`src/rtl/id_exe_stage_reg.sv`:
```
// ID/EX pipeline register. Captures decoded ID fields for EX, inserts load-use
// bubbles, squashes on branch flush, holds on EX stall, and keeps saturating
// counters of bubbles and flushes.
module id_exe_stage_reg #(
  parameter int unsigned XLEN           = 32,
  parameter int unsigned REG_ADDR_WIDTH = 5,
  parameter int unsigned ALU_OP_W       = 4,
  parameter int unsigned CNT_W          = 32
) (
  input  logic                      clk,
  input  logic                      rst_n,
  input  logic                      id_valid,
  input  logic [XLEN-1:0]           id_pc,
  input  logic [XLEN-1:0]           id_rs1_data,
  input  logic [XLEN-1:0]           id_rs2_data,
  input  logic [XLEN-1:0]           id_imm,
  input  logic [REG_ADDR_WIDTH-1:0] id_rs1,
  input  logic [REG_ADDR_WIDTH-1:0] id_rs2,
  input  logic [REG_ADDR_WIDTH-1:0] id_rd,
  input  logic                      id_reg_wen,
  input  logic                      id_mem_ren,
  input  logic                      id_mem_wen,
  input  logic [ALU_OP_W-1:0]       id_alu_op,
  input  logic [1:0]                id_wb_sel,
  input  logic                      hazard_clear_ctr,
  input  logic                      flush,
  input  logic                      exe_stall,
  output logic                      ex_valid,
  output logic [XLEN-1:0]           ex_pc,
  output logic [XLEN-1:0]           ex_rs1_data,
  output logic [XLEN-1:0]           ex_rs2_data,
  output logic [XLEN-1:0]           ex_imm,
  output logic [REG_ADDR_WIDTH-1:0] ex_rs1,
  output logic [REG_ADDR_WIDTH-1:0] ex_rs2,
  output logic [ALU_OP_W-1:0]       ex_alu_op,
  output logic [1:0]                ex_wb_sel,
  output logic                      ex_reg_wen,
  output logic                      ex_mem_wen,
  output logic                      id_exe_reg_mem_ren,
  output logic [REG_ADDR_WIDTH-1:0] id_exe_reg_waddr,
  output logic [CNT_W-1:0]          bubble_cnt,
  output logic [CNT_W-1:0]          flush_cnt
);

  logic                      valid_q, valid_d;
  logic [XLEN-1:0]           pc_q, pc_d, rs1_data_q, rs1_data_d;
  logic [XLEN-1:0]           rs2_data_q, rs2_data_d, imm_q, imm_d;
  logic [REG_ADDR_WIDTH-1:0] rs1_q, rs1_d, rs2_q, rs2_d, waddr_q, waddr_d;
  logic [ALU_OP_W-1:0]       alu_op_q, alu_op_d;
  logic [1:0]                wb_sel_q, wb_sel_d;
  logic                      reg_wen_q, reg_wen_d, mem_ren_q, mem_ren_d;
  logic                      mem_wen_q, mem_wen_d;
  logic [CNT_W-1:0]          bubble_cnt_q, bubble_cnt_d, flush_cnt_q, flush_cnt_d;
  logic                      do_squash, do_bubble, do_load;

  // Decode the single action for this edge: stall > flush > hazard > load.
  always_comb begin
    do_squash = !exe_stall && flush;
    do_bubble = !exe_stall && !flush && hazard_clear_ctr;
    do_load   = !exe_stall && !flush && !hazard_clear_ctr;
  end

  // Next-state for the pipeline fields; bubbles zero everything so the hazard
  // detector sees waddr=0 / mem_ren=0 and cannot re-trigger.
  always_comb begin
    valid_d    = valid_q;
    pc_d       = pc_q;
    rs1_data_d = rs1_data_q;
    rs2_data_d = rs2_data_q;
    imm_d      = imm_q;
    rs1_d      = rs1_q;
    rs2_d      = rs2_q;
    waddr_d    = waddr_q;
    alu_op_d   = alu_op_q;
    wb_sel_d   = wb_sel_q;
    reg_wen_d  = reg_wen_q;
    mem_ren_d  = mem_ren_q;
    mem_wen_d  = mem_wen_q;
    if (do_squash || do_bubble) begin
      valid_d    = 1'b0;
      pc_d       = '0;
      rs1_data_d = '0;
      rs2_data_d = '0;
      imm_d      = '0;
      rs1_d      = '0;
      rs2_d      = '0;
      waddr_d    = '0;
      alu_op_d   = '0;
      wb_sel_d   = '0;
      reg_wen_d  = 1'b0;
      mem_ren_d  = 1'b0;
      mem_wen_d  = 1'b0;
    end else if (do_load) begin
      valid_d    = id_valid;
      pc_d       = id_pc;
      rs1_data_d = id_rs1_data;
      rs2_data_d = id_rs2_data;
      imm_d      = id_imm;
      rs1_d      = id_rs1;
      rs2_d      = id_rs2;
      waddr_d    = id_rd;
      alu_op_d   = id_alu_op;
      wb_sel_d   = id_wb_sel;
      // An invalid slot must never write architectural state.
      reg_wen_d  = id_valid && id_reg_wen;
      mem_ren_d  = id_valid && id_mem_ren;
      mem_wen_d  = id_valid && id_mem_wen;
    end
  end

  // Saturating event counters.
  always_comb begin
    bubble_cnt_d = bubble_cnt_q;
    flush_cnt_d  = flush_cnt_q;
    if (do_bubble && (bubble_cnt_q != '1)) bubble_cnt_d = bubble_cnt_q + CNT_W'(1);
    if (do_squash && (flush_cnt_q != '1))  flush_cnt_d  = flush_cnt_q + CNT_W'(1);
  end

  // State registers with asynchronous clear.
  always_ff @(posedge clk or negedge rst_n) begin
    if (!rst_n) begin
      valid_q      <= 1'b0;
      pc_q         <= '0;
      rs1_data_q   <= '0;
      rs2_data_q   <= '0;
      imm_q        <= '0;
      rs1_q        <= '0;
      rs2_q        <= '0;
      waddr_q      <= '0;
      alu_op_q     <= '0;
      wb_sel_q     <= '0;
      reg_wen_q    <= 1'b0;
      mem_ren_q    <= 1'b0;
      mem_wen_q    <= 1'b0;
      bubble_cnt_q <= '0;
      flush_cnt_q  <= '0;
    end else begin
      valid_q      <= valid_d;
      pc_q         <= pc_d;
      rs1_data_q   <= rs1_data_d;
      rs2_data_q   <= rs2_data_d;
      imm_q        <= imm_d;
      rs1_q        <= rs1_d;
      rs2_q        <= rs2_d;
      waddr_q      <= waddr_d;
      alu_op_q     <= alu_op_d;
      wb_sel_q     <= wb_sel_d;
      reg_wen_q    <= reg_wen_d;
      mem_ren_q    <= mem_ren_d;
      mem_wen_q    <= mem_wen_d;
      bubble_cnt_q <= bubble_cnt_d;
      flush_cnt_q  <= flush_cnt_d;
    end
  end

  assign ex_valid           = valid_q;
  assign ex_pc              = pc_q;
  assign ex_rs1_data        = rs1_data_q;
  assign ex_rs2_data        = rs2_data_q;
  assign ex_imm             = imm_q;
  assign ex_rs1             = rs1_q;
  assign ex_rs2             = rs2_q;
  assign ex_alu_op          = alu_op_q;
  assign ex_wb_sel          = wb_sel_q;
  assign ex_reg_wen         = reg_wen_q;
  assign ex_mem_wen         = mem_wen_q;
  assign id_exe_reg_mem_ren = mem_ren_q;
  assign id_exe_reg_waddr   = waddr_q;
  assign bubble_cnt         = bubble_cnt_q;
  assign flush_cnt          = flush_cnt_q;

endmodule

```
`config.mk`:
```
export PLATFORM = sky130hd
export DESIGN_NAME = id_exe_stage_reg
export DESIGN_NICKNAME = d
export VERILOG_FILES = /design/src/rtl/id_exe_stage_reg.sv
export SDC_FILE = /design/constraint.sdc
export NUM_CORES = 1
export LEC_CHECK = 0
export CORE_AREA = 2 2 223 115
export DETAILED_ROUTE_END_ITERATION = 7
export DIE_AREA = 0 0 225 117
export GPL_ROUTABILITY_DRIVEN = 0
export GPL_TIMING_DRIVEN = 0
export PLACE_DENSITY = 0.68
export SLEW_MARGIN = 20
export SYNTH_ARGS = -nofsm -noshare
export SYNTH_HDL_FRONTEND = slang
export SYNTH_SLANG_ARGS = --single-unit
```
`constraint.sdc`:
```
create_clock -name clk -period 4.5 [get_ports clk]
set_input_delay 0.9 -clock clk [delete_from_list [all_inputs] [get_ports clk]]
set_output_delay 0.9 -clock clk [all_outputs]
set_load 0.005 [all_outputs]
```
==> results of run 1 <==
## layout make-up
type / instances / area [um^2] / share of cell area [%]
Antenna cell: 3 / 7.507 / 0.05598
Buffer: 36 / 137.6 / 1.026
Clock buffer: 24 / 556.8 / 4.152
Clock inverter: 13 / 195.2 / 1.455
Inverter: 3 / 11.26 / 0.08396
Multi-Input combinational cell: 374 / 2855 / 21.29
Sequential cell: 217 / 5430 / 40.49
Tap cell: 322 / 402.9 / 3.004
Timing Repair Buffer: 377 / 3815 / 28.44
## kinds of logic after synthesis
kind of cell / after synthesis / share of synthesized area [%]
xor+xnor: 59 / 6.130
compound gates: 164 / 17.16
flops: 217 / 64.42
buf+inv: 39 / 1.766
simple gates: 147 / 9.975
mux: 2 / 0.2523
fa+ha+maj: 2 / 0.2968
## metal layers
layer,GRT usage [%],routed length (um),up-vias
met1,30.17,13220,3474
met2,30.12,12540,234
met5,0,0,-
met3,7.414,2333,34
li1,-,-,3170
met4,4.945,421,0
## critical path, cell delays in order
cell             delay, ns
clkdlybuf4s50_1       0.51
nor3_2                0.57
buf_6                 0.21
clkbuf_1              0.48
clkbuf_1              0.50
a22o_1                0.22
## how the worst min path moves through the flow
stage | to | slack, ns | cells past startpoint
global route | bubble_cnt[10] | 0.30 | 1
floorplan | bubble_cnt[15] | 0.48 | 1
global placement | ex_reg_wen | 0.47 | 1
CTS | bubble_cnt[8] | 0.28 | 1
detailed placement | bubble_cnt[15] | 0.48 | 1
finish | bubble_cnt[9] | 0.29 | 1
## report_power, final
group,internal [uW],total (uW),switching [uW]
Combinational,441,700,259
Clock,1180,1940,764
Sequential,2080,2210,130
## synth_stat cells (2+ instances only)
cell type	n	share of area, %
dfrtp_1	217	64
a22o_1	150	16
clkbuf_1	34	1.5
xnor2_1	32	3.3
xor2_1	27	2.8
nand4_1	26	1.9
nand2_1	25	1.1
nor2_1	25	1.1
nand3_1	21	1.2
and3_1	10	0.74
nor3_1	10	0.59
and4_1	4	0.42
a32o_1	3	0.36
inv_1	3	0.13
or3_1	3	0.22
and2_1	2	0.15
buf_2	2	0.12
ha_1	2	0.30
nand4_2	2	0.30
nand4b_1	2	0.21
or2_2	2	0.15
## registers in the layout, summed over array words and instances, names as in the netlist
signal / count
bubble_cnt: 32
ex_alu_op: 4
ex_imm: 32
ex_mem_wen: 1
ex_pc: 32
ex_reg_wen: 1
ex_rs1: 5
ex_rs1_data: 32
ex_rs2: 5
ex_rs2_data: 32
ex_valid: 1
ex_wb_sel: 2
flush_cnt: 32
id_exe_reg_mem_ren: 1
id_exe_reg_waddr: 5
## through the flow
stage / cells / setup TNS [ns] / setup WS, ns / total power [uW] / area (um^2)
after global routing: 1369 / 0 / 1.379 / 5056 / 13410
after detailed placement: 1329 / 0 / 0.9814 / 2950 / 12650
final: 1369 / 0 / 1.522 / 4849 / 13410
after global placement: 1326 / -1491.79 / -6.903 / 2935 / 12580
after floorplan: 630 / 0 / 2.202 / 2404 / 8429
after CTS: 1366 / 0 / 1.497 / 4908 / 13400
==> impl_results.md, run 1 <==
* Status: completed
* Skew-Pair Late Insertion Delay at 0.50 ns
* Antenna violations before repair at 3
* Synth Warn # at 0
* Layout area overhead at 59.11%
* CTS clk-pin slew, worst paths at 0.07 ns
* Rows at 41
* Sequential area share after synthesis at 64.42%
* Num CTS Buffers at 21
* Max Fanout on Critical Path at 10
* PwrDens at 361.5 mW/mm^2
* R2R Path End: flush_cnt[11]
* Primary FF master, synth: dfrtp_1
* H-Tree Level Count at 1
* Maximum vdd drop at 203.1 uV
* WL per Instance at 20.83 um
* FF+latch count, synth at 217
* Period minus WS final at 2.978 ns
* Setup crit start: exe_stall
* Cell variety after synth at 49
* Leak Pwr at 0.005886 uW
* First drt pass iteration count at 4
* Worst Path Required at 4.93 ns
* Vias per Instance at 5.049
* Setup Skew at 0.009281 ns
* Avg Inst Size Synth at 13.38 um^2
* Grt total ovfl at 0
* Final Hold Viols at 0
* Reg-to-reg startpoint: flush_cnt[8]
* First-pass GRT wire length at 42,060 um
* R2R setup slack at 2.35 ns
* R2R cell count at 6
* GRT Total Usage at 20.94%
* Crit end category: flop
* Post-CTS Setup Inserts at 0
* Post-Syn Area at 0.008429 mm^2
* Fill count at 2,083
* Hold slack at 0.2864 ns
* Worst rel slew slack at 49.36%
* CTS tree: yes
* Antenna-violating nets left at 0
* Crit Path Category: primary input to flop
* Clock sinks at 217
* Max_cap viols at 0
* Height of the die at 117 um
* Startpoint types: primary input
* Pins Over Slew Limit at 0
* RSZ-0062 raised after global routing: no
* Number of synthesized flops with an enable pin at 0
* DRT iter0 DRCs at 450
* Die area at 0.02633 mm^2
* Synth Instances at 630
* Core ar. at 0.02457 mm^2
* Final core occ at 54.58%
* Period Utilization, post-route at 66.18%
* Vias in the first global route at 6,874
* Root Driver: clkbuf_16
* Max Freq at 335.8 MHz
* WP data arrival at 3.41 ns
* DRC violations left at 0
* Critical Path End: ex_rs1_data[10]
* Slew @ Worst Pin at 0.7539 ns
* Via count at 6,912
* Commonest non-fill, non-tap cell in the layout: clkdlybuf4s50_1
* DP Wirelength at 21,640 um
* Final Setup Violations at 0
* Hold bufs inserted after CTS at 0
* WL final at 28,510 um
* Resized Gates After CTS at 0
* Tightest Hold Check Type: primary input to asynchronous set/reset pin
* IO Pins at 375
* Most frequent cells in the layout: 373 x clkdlybuf4s50_1, 217 x dfrtp_1, 150 x a22o_1
* # nets final at 1,190
* Layout cells sized above 1 at 5.843%
* Net Count, Synth at 790
* Clock Tree Buf Depth at 3
* Die W at 225 um
* Largest net degree at the start of global routing at 93
* Initial Utilization at 34.30%
* Synth async-reset ratio at 100.0%
* Port bufs at 374
Note: power is estimated with default switching activity, not from simulation.
==> run 2: changes to the inputs <==
--- a/config.mk
+++ b/config.mk
@@ -10,7 +10,7 @@
 export DIE_AREA = 0 0 225 117
 export GPL_ROUTABILITY_DRIVEN = 0
 export GPL_TIMING_DRIVEN = 0
-export PLACE_DENSITY = 0.68
+export PLACE_DENSITY = 0.71
 export SLEW_MARGIN = 20
 export SYNTH_ARGS = -nofsm -noshare
 export SYNTH_HDL_FRONTEND = slang
==> constraint.sdc (replaced) <==
create_clock -name clk -period 2.6 [get_ports clk]
set_input_delay 0.52 -clock clk [delete_from_list [all_inputs] [get_ports clk]]
set_output_delay 0.52 -clock clk [all_outputs]
set_load 0.005 [all_outputs]
==> run 2 against run 1 <==
Setup slack lost 1.3 ns. Critical path depth shrank 1. Via count grew 0.68%. Routed wire length grew 0.54%. Power grew 69%. Largest cell class unchanged. First-iteration DRC count shrank 4.9%. Clock skew grew 0.0027 ns. Die area is the same. Critical path type unchanged.
==> impl_results.md, run 2 (synthesized netlist as in run 1, its figures left out) <==
* Crit path cell chain: clkdlybuf4s50_1 > clkbuf_1 > clkbuf_2 > clkbuf_1 > a22o_1
* Vias in the first global route at 7,001 (+1.8%)
* Worst Path Required at 3.04 ns (-1.89 ns)
* Initial Utilization at 34.30% (unchanged)
* Most frequent cells in the layout: 373 x clkdlybuf4s50_1, 217 x dfrtp_1, 150 x a22o_1
* Dpl cell area at 0.01265 mm^2 (about the same)
* PwrDens at 614.5 mW/mm^2 (+70%)
* Status: completed
* Psw at 1968 uW (+71%)
* Post-CTS Setup Inserts at 0 (unchanged)
* RSZ-0062 raised after global routing: no
* Clock Tree Buf Depth at 3 (unchanged)
* Commonest non-fill, non-tap cell in the layout: clkdlybuf4s50_1
* Vias per Instance at 5.080 (+0.61%)
* Core ar. at 0.02457 mm^2 (unchanged)
* CTS clk-pin slew, worst paths at 0.06 ns (about the same)
* CP most frequent cell: clkbuf_1
* CTS tree: yes
* H-Tree Level Count at 1 (unchanged)
* Antenna violations before repair at 3 (unchanged)
* Maximum vdd drop at 341.7 uV (+68%)
* Period Utilization, post-route at 90.93%
* Die W at 225 um (unchanged)
* Worst Setup Slack, final at 0.2358 ns (-1.286 ns)
* Final Hold Viols at 0 (unchanged)
* WL per Instance at 20.92 um (+0.47%)
* Skew-Pair Late Insertion Delay at 0.50 ns (about the same)
* Area occupied by multi-input gates at 0.002855 mm^2 (unchanged)
* Largest net degree at the start of global routing at 96 (+3.2%)
* Crit end category: flop
* Root Driver: clkbuf_16
* Comb pwr share at 14.8% (+0.4 points)
* Total power at 8218 uW (+69%)
* IO Pins at 375 (unchanged)
* Via count at 6,959 (+0.68%)
* Num CTS Buffers at 21 (unchanged)
* Tightest Hold Check Type: flop to flop
* Fill count at 2,091 (+0.38%)
* Slowest CP cell: clkdlybuf4s50_1
* Port bufs at 374 (unchanged)
* Antenna-violating nets left at 0 (unchanged)
* Sequential share of power at 46.5% (+1.0 points)
* Max Freq at 423.0 MHz
* Dpl cells at 1,329 (unchanged)
* Power share of the clock group at 38.7% (-1.3 points)
* Max Fanout on Critical Path at 10 (unchanged)
* CP max stage delay at 0.57 ns (about the same)
* Grt total ovfl at 0 (unchanged)
* Finished Layout Cells at 1,370 (+0.073%)
* Startpoint types: primary input
* Height of the die at 117 um (unchanged)
* Crit Path Category: primary input to flop
* First drt pass iteration count at 5 (+1)
* GRT Total Usage at 21.07% (+0.13 points)
* Layout cells sized above 1 at 5.561% (-0.28 points)
* Sw frac at 23.95% (+0.16 points)
* WP data arrival at 2.80 ns (-0.61 ns)
* Leak Pwr at 0.005873 uW (-0.23%)
* # nets final at 1,191 (+0.084%)
* DRT iter0 DRCs at 428 (-4.9%)
* Final Setup Violations at 0 (unchanged)
* Layout area overhead at 58.66%
* DRC violations left at 0 (unchanged)
* Worst rel slew slack at 52.66% (+3.3 points)
* Register area at 0.005430 mm^2 (unchanged)
* Die area at 0.02633 mm^2 (unchanged)
* DP Wirelength at 21,710 um (+0.31%)
* Rows at 41 (unchanged)
* First-pass GRT wire length at 42,560 um (+1.2%)
* P_int at 6250 uW (+69%)
* Final instance area at 0.01337 mm^2 (-0.28%)
* Max_cap viols at 0 (unchanged)
* Post-Place Worst Slack at -0.5415 ns (-1.523 ns)
* WL final at 28,670 um (+0.54%)
* Pins Over Slew Limit at 0 (unchanged)
* Clock sinks at 217 (unchanged)
* Setup Skew at 0.01195 ns (+0.002665 ns)
* Slew @ Worst Pin at 0.7047 ns (-0.04916 ns)
* Period minus WS final at 2.364 ns
run 2: power groups by stage:
stage | Combinational [uW] | Clock (uW) | Sequential [uW]
finish | 1210 | 3180 | 3820
global route | 1310 | 3410 | 3860
CTS | 1240 | 3270 | 3820
detailed placement | 1230 | 0 | 3880
global placement | 1200 | 0 | 3870
floorplan | 302 | 0 | 3860
run 2: worst max-delay path: cells and delay by family:
family	cells	cell delay [ns]
AOI/OAI and AO/OA	1	0.24
buffers and inverters	4	2.03
run 2: worst paths after layout:
kind / start / end / slack [ns] / depth (start not counted)
worst max-delay path: exe_stall / ex_rs1_data[18] / 0.24 / 5
worst min-delay path: bubble_cnt[15] / bubble_cnt[15] / 0.48 / 1
worst max register to register: flush_cnt[8] / flush_cnt[13] / 0.45 / 6
worst min register to register: bubble_cnt[15] / bubble_cnt[15] / 0.48 / 1
max in group asynchronous: rst_n / ex_imm[14] / 1.35 / 3
min in group asynchronous: rst_n / flush_cnt[2] / 0.49 / 2
run 2: stage by stage:
stage | utilization [%] | setup TNS, ns | hold slack, ns
after floorplan | - | 0 | 0.2244
after global placement | 51.18 | -1888.57 | 0.4704
after detailed placement | 51.47 | -28.27 | 0.4064
after CTS | 54.38 | 0 | 0.4833
after global routing | 54.41 | 0 | 0.5025
final | 54.43 | 0 | 0.4831
run 2: final cells by class:
type	count	share of cell area [%]
Sequential cell	217	40.60
Timing Repair Buffer	378	28.57
Multi-Input combinational cell	374	21.35
Clock buffer	28	4.425
Tap cell	322	3.012
Buffer	36	1.038
Clock inverter	7	0.8233
Antenna cell	5	0.09355
Inverter	3	0.08420
run 2: layer usage:
| layer | global-route usage, % | vias to the layer above | share of wire, % | routed length (um) |
|---|---|---|---|---|
| met4 | 5.916 | 0 | 2.4 | 690 |
| met5 | 0 | - | 0 | 0 |
| li1 | - | 3184 | - | - |
| met3 | 7.089 | 39 | 8.1 | 2315 |
| met1 | 29.15 | 3518 | 44 | 12710 |
| met2 | 31.73 | 218 | 45 | 12950 |
run 2: what timing repair did:
item | 4_1_cts | 5_1_grt
endpoints found under the hold margin | 30 | 0
hold buffers | 1 | 0
resized for setup | 1 | 0
setup endpoints to repair | 6 | 0
==> run 3: changes to the inputs <==
--- a/config.mk
+++ b/config.mk
@@ -8,9 +8,11 @@
 export CORE_AREA = 2 2 223 115
 export DETAILED_ROUTE_END_ITERATION = 7
 export DIE_AREA = 0 0 225 117
+export DONT_BUFFER_PORTS = 1
 export GPL_ROUTABILITY_DRIVEN = 0
 export GPL_TIMING_DRIVEN = 0
-export PLACE_DENSITY = 0.71
+export PLACE_DENSITY = 0.5
+export RECOVER_POWER = 50
 export SLEW_MARGIN = 20
 export SYNTH_ARGS = -nofsm -noshare
 export SYNTH_HDL_FRONTEND = slang
==> run 3 against run 2 <==
The flow now finishes with violations (hold timing). Maximum frequency rose by 11%. Critical endpoint is now flush_cnt[13]. Critical path depth is 1 higher. Worst hold slack worse by 0.79 ns. Die area unchanged.
==> impl_results.md, run 3 (synthesized netlist as in run 1, its figures left out) <==
* Status: finished, violations left
* Failing checks: hold timing
* Dpl cell area at 0.008845 mm^2 (-30%)
* DP Wirelength at 17,830 um (-18%)
* Antenna violations before repair at 2 (-1)
* # nets final at 814 (-32%)
* Power share of the clock group at 43.1% (+4.4 points)
* WL per Instance at 24.25 um (+16%)
* Height of the die at 117 um (unchanged)
* Final core occ at 38.94% (-15 points)
* P_int at 5701 uW (-8.8%)
* Slowest CP cell: dfrtp_1
* Finished Layout Cells at 993 (-28%)
* Crit end category: flop
* Leak Pwr at 0.004466 uW (-24%)
* CP max stage delay at 0.49 ns (-0.08 ns)
* Sequential share of power at 51.9% (+5.4 points)
* Grt total ovfl at 0 (unchanged)
* Worst path top cell family by delay: simple AND/OR/NAND/NOR gates
* Layout cells sized above 1 at 8.072% (+2.5 points)
* PwrDens at 786.0 mW/mm^2 (+28%)
* Dpl cells at 953 (-28%)
* CTS tree: yes
* DRC violations left at 0 (unchanged)
* GRT Total Usage at 17.71% (-3.4 points)
* Psw at 1819 uW (-7.6%)
* Largest net degree at the start of global routing at 218 (+130%)
* Worst rel slew slack at 42.51% (-10 points)
* Worst path bufs/invs at 1 (-3)
* RSZ-0062 raised after global routing: no
* Met1 wire length at 10,610 um (-17%)
* Pins Over Slew Limit at 0 (unchanged)
* Clock Tree Buf Depth at 3 (unchanged)
* Skew-Pair Late Insertion Delay at 0.51 ns (about the same)
* TNS Setup at 0 ns (unchanged)
* Startpoint types: flop
* WL final at 24,080 um (-16%)
* Commonest non-fill, non-tap cell in the layout: dfrtp_1
* Root Driver: clkbuf_16
* Initial Utilization at 34.30% (unchanged)
* First drt pass iteration count at 5 (unchanged)
* H-Tree Level Count at 1 (unchanged)
* Hold slack at -0.3074 ns (-0.7905 ns)
* CTS clk-pin slew, worst paths at 0.07 ns (about the same)
* Max Freq at 468.0 MHz (+11%)
* Layout area overhead at 13.51%
* Final instance area at 0.009568 mm^2 (-28%)
* Highest routing layer actually used: met4
* Antenna-violating nets left at 0 (unchanged)
* Via count at 5,456 (-22%)
* First-pass GRT wire length at 35,580 um (-16%)
* Die area at 0.02633 mm^2 (unchanged)
* Vias per Instance at 5.494 (+8.2%)
* DRT iter0 DRCs at 307 (-28%)
* Fill count at 2,315 (+11%)
* Max_cap viols at 0 (unchanged)
* Rows at 41 (unchanged)
* Port bufs at 0 (-100%)
* Met3 routed wirelength at 2035 um (-12%)
* Max Fanout on Critical Path at 8 (-2)
* Slew @ Worst Pin at 0.8557 ns (+0.1510 ns)
* Period minus WS final at 2.137 ns (-0.2275 ns)
* Vias in the first global route at 5,622 (-20%)
* Final Setup Violations at 0 (unchanged)
* Maximum vdd drop at 322.4 uV (-5.6%)
* Met2 routed WL at 11,000 um (-15%)
* Crit path cell chain: nand4_1 > nor3_2 > and3_1 > clkbuf_1 > nor3_1 > xor2_1
* Num CTS Buffers at 21 (unchanged)
* Period Utilization, post-route at 82.18% (-8.8 points)
* Die W at 225 um (unchanged)
* Sw frac at 24.18% (+0.24 points)
* IO Pins at 375 (unchanged)
* WP data arrival at 2.52 ns (-0.28 ns)
* Tightest Hold Check Type: primary input to asynchronous set/reset pin
* Post-CTS Setup Inserts at 0 (unchanged)
* Comb pwr share at 5.0% (-9.8 points)
* Clock sinks at 217 (unchanged)
* Worst Path Required at 2.98 ns (-0.06 ns)
* Final Hold Viols at 217 (+217)
* Resized Gates After CTS at 0 (-1)
* Crit Path Category: flop to flop
* Most frequent cells in the layout: 217 x dfrtp_1, 150 x a22o_1, 39 x clkbuf_1
* Core ar. at 0.02457 mm^2 (unchanged)
* Setup Skew at 0.01108 ns (-0.0008629 ns)
-- run 3: worst paths after layout --
check / from / endpoint / slack [ns] / depth (start not counted)
setup / recovery: flush_cnt[8] / flush_cnt[13] / 0.46 / 6
max in group asynchronous: rst_n / ex_rs1_data[14] / 2.40 / 0
hold reg to reg: bubble_cnt[23] / bubble_cnt[23] / 0.52 / 1
min in group clk: id_rs1[2] / ex_rs1[2] / 0.13 / 1
hold / removal: rst_n / ex_rs1[3] / -0.31 / 0
setup reg to reg: flush_cnt[8] / flush_cnt[13] / 0.46 / 6
-- run 3: final cells by class --
| cell class | count | area, um^2 | area share [%] |
|---|---|---|---|
| Clock buffer | 29 | 595.6 | 6.225 |
| Timing Repair Buffer | 1 | 3.754 | 0.03923 |
| Sequential cell | 217 | 5430 | 56.75 |
| Multi-Input combinational cell | 374 | 2850 | 29.79 |
| Inverter | 3 | 11.26 | 0.1177 |
| Antenna cell | 2 | 5.005 | 0.05231 |
| Tap cell | 322 | 402.9 | 4.211 |
| Buffer | 36 | 137.6 | 1.438 |
| Clock inverter | 9 | 131.4 | 1.373 |
-- run 3: per-stage QoR --
step,total power [uW],setup WS (ns)
floorplan,4161,0.6822
global placement,4317,-0.8565
detailed placement,4339,-0.04740
CTS,7615,0.4723
global route,7873,0.1979
finish,7520,0.4633
-- run 3: routing by layer --
| metal | GRT usage, % | vias to the layer above |
|---|---|---|
| met3 | 7.289 | 32 |
| li1 | - | 2415 |
| met1 | 23.99 | 2814 |
| met4 | 4.327 | 0 |
| met5 | 0 | - |
| met2 | 26.52 | 195 |
-- run 3: power groups by stage --
| stage | clock network, uW | logic (uW) | registers [uW] |
|---|---|---|---|
| floorplan | 0 | 302 | 3860 |
| finish | 3240 | 374 | 3900 |
| CTS | 3330 | 378 | 3900 |
| detailed placement | 0 | 380 | 3960 |
| global placement | 0 | 358 | 3960 |
| global route | 3500 | 425 | 3940 |
